File: src/rtl/cg_merge_reg_bank.sv
// Multi-lane register bank with per-class clock-gate enables (shared or split per MERGE)
// and saturating gated-clock activity counters for comparing power between modes.

module cg_merge_lane #(
    parameter int unsigned             WIDTH     = 9,
    parameter logic [WIDTH-1:0]        COPY_MASK = WIDTH'(1),
    parameter int unsigned             COPY_SRC  = 3,
    parameter int unsigned             MERGE     = 1,
    parameter int unsigned             CNT_W     = 16
) (
    input  logic             clk_i,
    input  logic             rst_ni,
    input  logic [WIDTH-1:0] in_i,
    input  logic             valid_i,
    input  logic             last_i,
    input  logic             stat_clr_i,
    output logic [WIDTH-1:0] out_o,
    output logic             cg_en_a_o,
    output logic             cg_en_b_o,
    output logic [CNT_W-1:0] cnt_a_o,
    output logic [CNT_W-1:0] cnt_b_o
);
    // A class with no members never needs its gate opened.
    localparam bit               HAS_A   = (COPY_MASK != {WIDTH{1'b1}});
    localparam bit               HAS_B   = (COPY_MASK != {WIDTH{1'b0}});
    localparam logic [CNT_W-1:0] CNT_MAX = {CNT_W{1'b1}};

    logic [WIDTH-1:0] out_q, out_d;
    logic [CNT_W-1:0] cnt_a_q, cnt_a_d, cnt_b_q, cnt_b_d;
    logic             en_raw_a, en_raw_b, en_a, en_b;

    always_comb begin
        en_raw_b = valid_i | ~last_i;
        en_raw_a = (MERGE != 0) ? en_raw_b : valid_i;
        en_a     = HAS_A & en_raw_a;
        en_b     = HAS_B & en_raw_b;
    end

    // Gated flops must see the edge that applies the synchronous reset.
    assign cg_en_a_o = ~rst_ni | en_a;
    assign cg_en_b_o = ~rst_ni | en_b;

    // Class A recirculates out when gated with valid=0 so merged edges are harmless.
    always_comb begin
        out_d = out_q;
        for (int i = 0; i < WIDTH; i++) begin
            if (COPY_MASK[i]) begin
                if (en_b) out_d[i] = valid_i ? in_i[i] : out_q[COPY_SRC];
            end else begin
                if (en_a) out_d[i] = valid_i ? in_i[i] : out_q[i];
            end
        end
    end

    always_comb begin
        cnt_a_d = cnt_a_q;
        cnt_b_d = cnt_b_q;
        if (stat_clr_i) begin
            cnt_a_d = '0;
            cnt_b_d = '0;
        end else begin
            if (en_a && cnt_a_q != CNT_MAX) cnt_a_d = cnt_a_q + CNT_W'(1);
            if (en_b && cnt_b_q != CNT_MAX) cnt_b_d = cnt_b_q + CNT_W'(1);
        end
    end

    always_ff @(posedge clk_i) begin
        if (!rst_ni) begin
            out_q   <= '0;
            cnt_a_q <= '0;
            cnt_b_q <= '0;
        end else begin
            out_q   <= out_d;
            cnt_a_q <= cnt_a_d;
            cnt_b_q <= cnt_b_d;
        end
    end

    assign out_o   = out_q;
    assign cnt_a_o = cnt_a_q;
    assign cnt_b_o = cnt_b_q;
endmodule

module cg_merge_reg_bank #(
    parameter int unsigned      WIDTH     = 9,
    parameter int unsigned      LANES     = 4,
    parameter logic [WIDTH-1:0] COPY_MASK = WIDTH'(1),
    parameter int unsigned      COPY_SRC  = 3,
    parameter int unsigned      MERGE     = 1,
    parameter int unsigned      CNT_W     = 16
) (
    input  logic                   clk_i,
    input  logic                   rst_ni,
    input  logic [LANES*WIDTH-1:0] in_i,
    input  logic [LANES-1:0]       valid_i,
    input  logic [LANES-1:0]       last_i,
    input  logic                   stat_clr_i,
    output logic [LANES*WIDTH-1:0] out_o,
    output logic [LANES-1:0]       cg_en_a_o,
    output logic [LANES-1:0]       cg_en_b_o,
    output logic [LANES*CNT_W-1:0] cnt_a_o,
    output logic [LANES*CNT_W-1:0] cnt_b_o
);
    for (genvar k = 0; k < LANES; k++) begin : g_lane
        cg_merge_lane #(
            .WIDTH    (WIDTH),
            .COPY_MASK(COPY_MASK),
            .COPY_SRC (COPY_SRC),
            .MERGE    (MERGE),
            .CNT_W    (CNT_W)
        ) u_lane (
            .clk_i     (clk_i),
            .rst_ni    (rst_ni),
            .in_i      (in_i[k*WIDTH +: WIDTH]),
            .valid_i   (valid_i[k]),
            .last_i    (last_i[k]),
            .stat_clr_i(stat_clr_i),
            .out_o     (out_o[k*WIDTH +: WIDTH]),
            .cg_en_a_o (cg_en_a_o[k]),
            .cg_en_b_o (cg_en_b_o[k]),
            .cnt_a_o   (cnt_a_o[k*CNT_W +: CNT_W]),
            .cnt_b_o   (cnt_b_o[k*CNT_W +: CNT_W])
        );
    end
endmodule

File: config.mk
export PLATFORM = sky130hd
export DESIGN_NAME = cg_merge_reg_bank
export DESIGN_NICKNAME = d
export VERILOG_FILES = /design/src/rtl/cg_merge_reg_bank.sv
export SDC_FILE = /design/constraint.sdc
export NUM_CORES = 1
export LEC_CHECK = 0
export BUFFER_PORTS_ARGS = -buffer_cell sky130_fd_sc_hd__buf_2
export CAP_MARGIN = 20
export CORE_MARGIN = 2
export CORE_UTILIZATION = 45
export DETAILED_ROUTE_END_ITERATION = 6
export GPL_ROUTABILITY_DRIVEN = 0
export PLACE_DENSITY = 0.66
export SLEW_MARGIN = 5
export SYNTH_ARGS = -nofsm -noshare
export SYNTH_HDL_FRONTEND = slang
export SYNTH_SLANG_ARGS = --single-unit
File: constraint.sdc
create_clock -name clk_i -period 4.9 [get_ports clk_i]
set_clock_uncertainty 0.05 [all_clocks]
set_input_delay 0.98 -clock clk_i [delete_from_list [all_inputs] [get_ports clk_i]]
set_output_delay 0.98 -clock clk_i [all_outputs]
set_load 0.03 [all_outputs]
==> run_results.csv, run 1 <==
group,metric,value,unit
grt,use_met3,6.13,%
grt,grt_pass1_vias,6798,
run_status,status,"completed",
power,cellPowerDensity,285,nW/µm²
worst_hold_path,hold_path_class,"flop to flop",
critical_path,cp-startpoint,"valid_i[2]",
route,vias,7796,
final_layout,area_delta_synth_final,21.8,%
clocking,clockBufferDepth,2,
logic_synthesis,synth_area,8110,µm²
floorplan,fp.dieH,138,µm
clocking,clkSinkCount,164,
logic_synthesis,ys_warn_count,0,
floorplan,initial_core_util,45.5,%
clocking,holdBufCountCts,0,
final_layout,drive_above_1_share,24.1,%
timing,tns,0,ns
critical_path,rr_startpoint,"g_lane[2].u_lane.cnt_a_o[4]",
logic_synthesis,syn-mean-instance-area,8.61,µm²
logic_synthesis,synth_edf_count,0,
final_layout,num_antenna_cells,0,
grt,grt.total_usage,21.4,%
grt,grt_pass1_wl,34.3,mm
floorplan,core,17800,µm²
grt,antenna_found_initial,0,
route,drc,0,
critical_path,startpoint_type,"input pin",
critical_path,critical_path_class,"input pin to output port",
critical_path,worst_ep_arrival_time,2.35,ns
critical_path,endpoint_kind,"output port",
critical_path,cp_max_fo,13,
floorplan,ios,219,
clocking,clk_pin_slew,0.06,ns
placement,hpwlAfterDp,15.2,mm
timing,fin_crit,3.38,ns
timing,rsz0062_at_grt,"no",
logic_synthesis,syn_nets,997,
floorplan,die_x,138,µm
timing,maxSlewViolCount,0,
clocking,htreeDepth,4,
clocking,cts_resized,0,
logic_synthesis,ys_ff_latch,164,
timing,finalSetupViolCount,0,
timing,tightest_slew,0.985,ns
floorplan,design.die.area,19100,µm²
final_layout,num-fill-cells,1716,
timing,slew_headroom,34.2,%
placement,numPortBuffers,218,
critical_path,cp_data_required_time,3.87,ns
floorplan,rows,49,
route,wl,21.1,mm
route,dr.pass1.iters,5,
timing,fmaxAchievable,296,MHz
worst_hold_path,hp-start,"g_lane[2].u_lane.cnt_a_o[11]",
grt,gr-total-overflow,0,
timing,finalHoldViolCount,0,
timing,post-route-period-util,68.9,%
route,drt_iter0_markers,328,
route,wl_per_cell,15.4,µm
final_layout,final_common_cell,"buf_2",
run,max-cap-violations,0,
clocking,clock_latency,0.42,ns
final_layout,fin_nets,1192,
timing,setup_slack,1.52,ns
power,p_leak,3.81,nW
logic_synthesis,ys.flop_type,"dfxtp_1",
logic_synthesis,synth_cells,942,
clocking,numCtsBuffers,17,
logic_synthesis,yosysSeqAreaShare,40.5,%
clocking,root_buffer,"clkbuf_16",
route,vias_per_cell,5.67,
logic_synthesis,synthArstFlopShare,0,%
final_layout,layout_common_cells,"buf_2 (218), dfxtp_1 (164), nand2_1 (97), mux2i_1 (72), a21oi_1 (64)",
grt,grtUsageMet1,29.1,%
grt,busiest_layer,"met2",
grt,grt_max_degree,45,
grt,grt_util_met2,34.0,%
logic_synthesis,synth_cell_type_count,55,
placement,dp_slack,1.49,ns
power,irDropWorstVdd,0.234,mV
clocking,cts_setup_buffers,0,
clocking,tritoncts,"done",
route,detail-route-antenna-nets,0,
-- sequential cells by signal, indices dropped and copies added (netlist names) --
name                   flops
g_lane.u_lane.cnt_a_o     64
g_lane.u_lane.cnt_b_o     64
g_lane.u_lane.out_o       36
-- through the flow --
step	area [µm²]	hold slack (ns)	util, %	power, mW	std cells
3_5_place_dp	9330	0.427	52.3	1.62	1344
4_1_cts	9860	0.436	55.3	2.85	1372
3_3_place_gp	9330	0.421	52.3	1.62	1344
5_1_grt	9880	0.456	55.4	2.92	1375
6_report	9880	0.433	55.4	2.82	1375
2_1_floorplan	8110	0.549	-	1.55	942
-- critical path: stages --
cell	delay, ns
buf_2	0.20
nor2b_1	0.79
nand2_1	0.15
buf_2	0.22
-- final cells by class --
| class | count | area [µm²] | share of cell area (%) |
|---|---|---|---|
| well taps | 229 | 287 | 2.90 |
| flip-flops and latches | 164 | 3280 | 33.2 |
| clock inverters | 10 | 88.8 | 0.899 |
| clock buffers | 18 | 439 | 4.45 |
| repair buffers | 233 | 1200 | 12.1 |
| multi-input cells | 701 | 4510 | 45.6 |
| inverters | 20 | 75.1 | 0.760 |
-- path summary, 6_finish.rpt --
check / end / slack, ns / depth (start not counted)
setup / recovery: cg_en_a_o[2] / 1.52 / 4
hold / removal: g_lane[2].u_lane.cnt_a_o[11] / 0.43 / 2
setup reg to reg: g_lane[2].u_lane.cnt_a_o[5] / 2.83 / 5
hold reg to reg: g_lane[2].u_lane.cnt_a_o[11] / 0.43 / 2
-- Yosys cell counts, types with 2 or more instances --
cell | instances | area (µm²)
a2111o_1 | 2 | 22.5
a2111oi_0 | 2 | 17.5
a211oi_1 | 10 | 75.1
a21oi_1 | 64 | 320
a311oi_1 | 3 | 26.3
a31oi_1 | 10 | 62.6
a41o_1 | 2 | 20.0
a41oi_1 | 2 | 17.5
and2_1 | 8 | 50.1
and3_1 | 9 | 56.3
and4_1 | 12 | 105
buf_1 | 6 | 22.5
buf_2 | 7 | 35.0
buf_4 | 8 | 60.1
clkbuf_1 | 35 | 131
dfxtp_1 | 164 | 3280
ha_1 | 8 | 100
inv_1 | 20 | 75.1
mux2i_1 | 72 | 721
nand2_1 | 97 | 364
nand2b_1 | 34 | 213
nand3_1 | 35 | 175
nand4_1 | 38 | 238
nor2_1 | 29 | 109
nor2b_1 | 37 | 231
nor3_1 | 31 | 155
nor4_1 | 31 | 194
nor4_2 | 2 | 25.0
nor4b_1 | 6 | 52.6
o211ai_1 | 5 | 37.5
o21a_1 | 6 | 45.0
o21ai_0 | 29 | 145
o21bai_1 | 2 | 15.0
o311a_1 | 3 | 30.0
o311ai_0 | 3 | 26.3
o31a_1 | 3 | 26.3
o31a_2 | 2 | 20.0
o31ai_1 | 34 | 255
o41ai_1 | 5 | 43.8
or3_1 | 19 | 119
or3_4 | 2 | 22.5
or4_1 | 32 | 240
-- cell families after synthesis --
family,count (synthesis),synth area share (%)
adders and majority gates,8,1.23
muxes,72,8.89
DFF,164,40.5
buffers and inverters,77,4.13
xor gates and xnor gates,1,0.108
AOI/OAI and AO/OA,190,15.2
and+or+nand+nor,430,29.9
-- routing by layer --
| layer | routed length (µm) | vias up |
|---|---|---|
| met2 | 9460 | 225 |
| met1 | 9960 | 3627 |
| met3 | 1510 | 10 |
| met4 | 170 | 0 |
| li1 | - | 3934 |
| met5 | 0 | - |
-- report_power, final --
| part | switching [mW] | total [mW] | leakage, nW | internal, mW |
|---|---|---|---|---|
| Combinational | 0.141 | 0.214 | 2.23 | 0.0726 |
| Sequential | 0.0175 | 1.37 | 1.33 | 1.36 |
| Clock | 0.533 | 1.23 | 0.251 | 0.697 |
(Power assumes the default switching activity.)
==> run 2, diff against run 1 <==
--- a/config.mk
+++ b/config.mk
@@ -5,13 +5,14 @@
 export SDC_FILE = /design/constraint.sdc
 export NUM_CORES = 1
 export LEC_CHECK = 0
+export ABC_AREA = 1
 export BUFFER_PORTS_ARGS = -buffer_cell sky130_fd_sc_hd__buf_2
 export CAP_MARGIN = 20
 export CORE_MARGIN = 2
 export CORE_UTILIZATION = 45
 export DETAILED_ROUTE_END_ITERATION = 6
 export GPL_ROUTABILITY_DRIVEN = 0
-export PLACE_DENSITY = 0.66
+export PLACE_DENSITY = 0.65
 export SLEW_MARGIN = 5
 export SYNTH_ARGS = -nofsm -noshare
 export SYNTH_HDL_FRONTEND = slang
==> constraint.sdc (replaced) <==
create_clock -name clk_i -period 3.3 [get_ports clk_i]
set_clock_uncertainty 0.05 [all_clocks]
set_input_delay 0.66 -clock clk_i [delete_from_list [all_inputs] [get_ports clk_i]]
set_output_delay 0.66 -clock clk_i [all_outputs]
set_load 0.03 [all_outputs]
==> run 2 against run 1 <==
Compared with the run above:
- flip-flop and latch count did not move
- sequential share of layout area fell by 2.7 points
- worst setup slack got worse by 0.48 ns
- combinational power rose by 65%
- final cell count rose by 40%
- critical path type unchanged
==> run_results.csv, run 2 <==
group,metric,value,unit
logic_synthesis,yosysSeqAreaShare,36.6,%
floorplan,rows,51,
clocking,clkSinkCount,164,
final_layout,fin_nets,1708,
critical_path,endpoint_kind,"output port",
critical_path,worst_ep_arrival_time,1.55,ns
clocking,holdBufCountCts,0,
route,wl_per_cell,12.8,µm
placement,numPortBuffers,218,
floorplan,ios,219,
placement,place_area,10200,µm²
final_layout,num_antenna_cells,0,
clocking,clk_pin_slew,0.07,ns
critical_path,cp_data_required_time,2.59,ns
logic_synthesis,synth_edf_count,0,
worst_hold_path,hold_path_class,"input pin to flop",
critical_path,critPathMostFrequentCell,"buf_2",
final_layout,area_delta_synth_final,19.8,%
floorplan,design.die.area,21100,µm²
logic_synthesis,syn_nets,1509,
power,cellPowerDensity,412,nW/µm²
floorplan,fp.dieH,145,µm
clocking,cts_resized,0,
final_layout,num-fill-cells,2000,
logic_synthesis,yosysMostFrequentCell,"nor2_1",
timing,slew_headroom,44.5,%
final_layout,drive_above_1_share,18.4,%
logic_synthesis,synth_top_area_share,36.6,%
logic_synthesis,synth_cells,1454,
floorplan,initial_core_util,45.9,%
clocking,htreeDepth,4,
grt,grt_pass1_wl,40.6,mm
final_layout,instances_no_fill,1931,
final_layout,design_area,10700,µm²
logic_synthesis,yosysTopAreaCell,"dfxtp_1",
critical_path,cp_max_fo,11,
logic_synthesis,synthArstFlopShare,0,%
clocking,clockBufferDepth,2,
final_layout,layout_common_cells,"nor2_1 (386), nand2_1 (347), buf_2 (218), dfxtp_1 (164), nand3_1 (138)",
timing,finalHoldViolCount,0,
route,detail-route-antenna-nets,0,
route,vias,9527,
grt,grt.total_usage,23.0,%
logic_synthesis,synth_cell_type_count,28,
timing,fin_crit,2.26,ns
timing,tightest_slew,0.830,ns
power,irDropWorstVdd,0.334,mV
timing,post-route-period-util,68.6,%
timing,fmaxAchievable,442,MHz
critical_path,path_cells,"buf_2 -> nor2_2 -> buf_4 -> nand2_1 -> buf_2",
final_layout,final_common_cell,"nor2_1",
timing,finalSetupViolCount,0,
power,p_leak,4.86,nW
clocking,numCtsBuffers,17,
logic_synthesis,synth_common_cells,"nor2_1 (386), nand2_1 (347), dfxtp_1 (164)",
grt,antenna_found_initial,0,
grt,gr-total-overflow,0,
grt,grt_pass1_vias,8403,
critical_path,crit_path_max_incr_delay,0.28,ns
route,wl,24.7,mm
route,dr.pass1.iters,6,
timing,rsz0062_at_grt,"no",
logic_synthesis,synth_area,8970,µm²
clocking,tritoncts,"done",
critical_path,critical_path_class,"input pin to output port",
timing,tns,0,ns
route,drc,0,
grt,grt_max_degree,83,
logic_synthesis,ys_warn_count,0,
clocking,cts_setup_buffers,0,
critical_path,critPathSlowestCell,"buf_2",
floorplan,die_x,145,µm
logic_synthesis,synthTopCellsByArea,"dfxtp_1 (37%), nor2_1 (16%), nand2_1 (15%), nand3_1 (7.7%), inv_1 (5.4%)",
critical_path,startpoint_type,"input pin",
clocking,root_buffer,"clkbuf_16",
route,drt_iter0_markers,534,
floorplan,core,19500,µm²
placement,dp_slack,1.02,ns
timing,maxSlewViolCount,0,
route,vias_per_cell,4.93,
logic_synthesis,ys_ff_latch,164,
placement,hpwlAfterDp,18.4,mm
logic_synthesis,ys.flop_type,"dfxtp_1",
placement,placedCellCount,1899,
run,max-cap-violations,0,
run_status,status,"completed",
clocking,clock_latency,0.43,ns
timing,setup_slack,1.04,ns
logic_synthesis,syn-mean-instance-area,6.17,µm²
-- run 2: final timing paths --
path / startpoint / end / slack, ns / cells after the start
max reg2reg: g_lane[1].u_lane.cnt_b_o[0] / g_lane[1].u_lane.cnt_b_o[13] / 1.18 / 6
min reg2reg: g_lane[2].u_lane.out_o[0] / g_lane[2].u_lane.out_o[0] / 0.44 / 2
max: valid_i[0] / cg_en_b_o[0] / 1.04 / 5
min: in_i[14] / g_lane[1].u_lane.out_o[5] / 0.41 / 3
-- run 2: critical path: cells and delay by family --
family	cells	cell delay, ns
buf+inv	3	0.69
simple gates	2	0.20
-- run 2: area by class of cell --
type,count,area [µm²],share of cell area [%]
clock buffer,17,425,3.96
inverter,138,518,4.82
multi-input combinational,1106,4860,45.2
timing repair buffer,226,1160,10.8
tap,265,332,3.08
sequential,164,3280,30.5
clock inverter,15,171,1.59
-- run 2: through the flow --
stage | hold WS [ns] | utilization, % | power, mW
after floorplan | 0.541 | - | 2.33
after global placement | 0.421 | 52.0 | 2.44
after detailed placement | 0.433 | 52.0 | 2.45
after CTS | 0.386 | 55.0 | 4.48
after global routing | 0.394 | 55.0 | 4.60
final | 0.405 | 55.0 | 4.43
-- run 2: cells by family after synthesis --
logic type      Yosys count  share of synthesized area (%)
simple gates            956                           45.1
buf+inv                 184                           9.26
flops                   164                           36.6
compound gates          142                           7.97
fa+ha+maj                 8                           1.12
-- run 2: layer usage --
metal,routed length (µm),global-route usage (%)
met5,0,0
met2,11200,37.1
met4,280,6.47
met3,1720,5.94
met1,11500,30.6
-- run 2: power breakdown --
part           switching (mW)  internal [mW]
Sequential             0.0285           2.02
Combinational           0.247          0.107
Clock                   0.890           1.14
==> run 3, diff against run 2 <==
==> constraint.sdc (replaced) <==
create_clock -name clk_i -period 2.12 [get_ports clk_i]
set_clock_uncertainty 0.05 [all_clocks]
set_input_delay 0.424 -clock clk_i [delete_from_list [all_inputs] [get_ports clk_i]]
set_output_delay 0.424 -clock clk_i [all_outputs]
set_load 0.03 [all_outputs]
==> run 3 against run 2 <==
Compared with the run above:
- routed wire length increased by 2.7%
- final cell count increased by 0.41%
- sequential share of layout area decreased by 0.23 points
- utilization increased by 0.41 points
- clock power increased by 55%
- clock-buffer cell count increased by 3
- via count increased by 0.43%
- non-clock buffer count increased by 10
- flip-flop and latch count unchanged
- global-route usage increased by 0.59 points
- critical endpoint unchanged
==> run_results.csv, run 3 (synthesis results as in run 2) <==
group,metric,value,unit
placement,place_area,10200,µm²
grt,grtUsageMet1,30.7,%
clocking,cts_setup_buffers,0,
grt,gr-total-overflow,0,
critical_path,critical_path_class,"input pin to output port",
critical_path,crit_path_max_incr_delay,0.35,ns
route,dr.pass1.iters,5,
floorplan,ios,219,
timing,fin_crit,1.84,ns
placement,hpwlAfterDp,19.1,mm
grt,grt.total_usage,23.6,%
route,vias_per_cell,4.93,
timing,slew_headroom,70.2,%
final_layout,area_delta_synth_final,20.7,%
timing,rsz0062_at_grt,"no",
route,vias,9568,
grt,grt_max_degree,70,
critical_path,rr_startpoint,"g_lane[3].u_lane.cnt_b_o[0]",
grt,grt_util_met2,38.9,%
critical_path,cp_max_fo,11,
grt,busiest_layer,"met2",
timing,fmaxAchievable,545,MHz
floorplan,design.die.area,21100,µm²
critical_path,cp-startpoint,"valid_i[0]",
timing,tightest_slew,0.446,ns
critical_path,critPathMostFrequentCell,"buf_2",
power,p_leak,4.91,nW
final_layout,fin_nets,1718,
run,max-cap-violations,0,
timing,tns,0,ns
clocking,clockBufferDepth,2,
clocking,cts_resized,0,
critical_path,critPathSlowestCell,"nor2_2",
critical_path,cp_data_required_time,1.65,ns
critical_path,path_cells,"buf_2 -> nor2_2 -> nand2_1 -> buf_2",
timing,whs,0.170,ns
floorplan,initial_core_util,45.9,%
timing,finalSetupViolCount,0,
route,drc,0,
final_layout,final_util,55.5,%
final_layout,final_common_cell,"nor2_1",
grt,antenna_found_initial,0,
floorplan,fp.dieH,145,µm
final_layout,num_antenna_cells,0,
timing,maxSlewViolCount,0,
grt,grt_pass1_vias,8562,
critical_path,path_delay_family,"simple AND/OR/NAND/NOR gates",
timing,post-route-period-util,86.6,%
worst_hold_path,hp-start,"in_i[2]",
clocking,clk_pin_slew,0.07,ns
power,cellPowerDensity,638,nW/µm²
grt,grt_pass1_wl,41.7,mm
route,wl_per_cell,13.1,µm
route,drt_iter0_markers,480,
grt,use_met3,6.38,%
critical_path,worst_ep_arrival_time,1.36,ns
final_layout,design_area,10800,µm²
placement,numPortBuffers,218,
clocking,root_buffer,"clkbuf_16",
route,detail-route-antenna-nets,0,
critical_path,endpoint_kind,"output port",
floorplan,core,19500,µm²
clocking,tritoncts,"done",
power,power,6.91,mW
timing,finalHoldViolCount,0,
final_layout,layout_common_cells,"nor2_1 (386), nand2_1 (347), buf_2 (218), dfxtp_1 (164), nand3_1 (138)",
clocking,holdBufCountCts,0,
route,wl,25.4,mm
final_layout,drive_above_1_share,18.8,%
critical_path,startpoint_type,"input pin",
worst_hold_path,hold_path_class,"input pin to flop",
clocking,htreeDepth,4,
floorplan,die_x,145,µm
critical_path,cp_num_buf_inv,2,
clocking,numCtsBuffers,17,
clocking,clock_latency,0.42,ns
power,irDropWorstVdd,0.529,mV
final_layout,num-fill-cells,2023,
floorplan,rows,51,
run_status,status,"completed",
clocking,clkSinkCount,164,
## run 3: changes by cell type in the layout (fill, tap and decap cells not counted)
cell / before / now
buf_4: 7 / 16
inv_6: 5 / 0
inv_8: 3 / 0
clkbuf_8: 0 / 2
clkinv_2: 2 / 4
buf_12: 1 / 2
bufinv_16: 2 / 3
clkbuf_1: 0 / 1
clkinv_4: 1 / 0
clkinvlp_4: 2 / 3
## run 3: where the power goes
part / total, mW / switching (mW) / internal, mW
sequential: 3.19 / 0.0458 / 3.14
combinational: 0.564 / 0.388 / 0.175
clock: 3.15 / 1.26 / 1.89
total: 6.91 / 1.69 / 5.21
## run 3: metal layers
metal / up-vias / routed length, µm
met2: 279 / 11400
li1: 5010 / -
met1: 4258 / 11800
met3: 21 / 1870
met4: 0 / 395
met5: - / 0
## run 3: cell type report
class                           instances  area (µm²)  share of cell area, %
Inverter                              138         518                   4.78
Timing Repair Buffer                  236        1250                   11.6
Sequential cell                       164        3280                   30.3
Multi-Input combinational cell       1106        4860                   44.8
Tap cell                              265         332                   3.06
Clock buffer                           20         457                   4.22
Clock inverter                         10         133                   1.22
## run 3: worst register-to-register path: cells and delay by family, from the launching register on
kind / cells / cell delay [ns]
adders and majority gates: 1 / 0.19
and+or+nand+nor: 4 / 0.75
AOI/OAI and AO/OA: 1 / 0.26
DFF: 1 / 0.39
## run 3: path summary, 6_finish.rpt
path	endpoint	slack, ns	cells past startpoint
min reg2reg	g_lane[2].u_lane.out_o[3]	0.44	2
max reg2reg	g_lane[3].u_lane.cnt_b_o[7]	0.37	6
max	cg_en_b_o[0]	0.28	4
min	g_lane[0].u_lane.out_o[2]	0.17	3
## run 3: per-stage QoR
step	std cells	setup WS, ns
2_1_floorplan	1454	0.414
4_1_cts	1939	0.298
3_5_place_dp	1909	0.297
5_1_grt	1939	0.155
3_3_place_gp	1909	0.308
6_report	1939	0.285
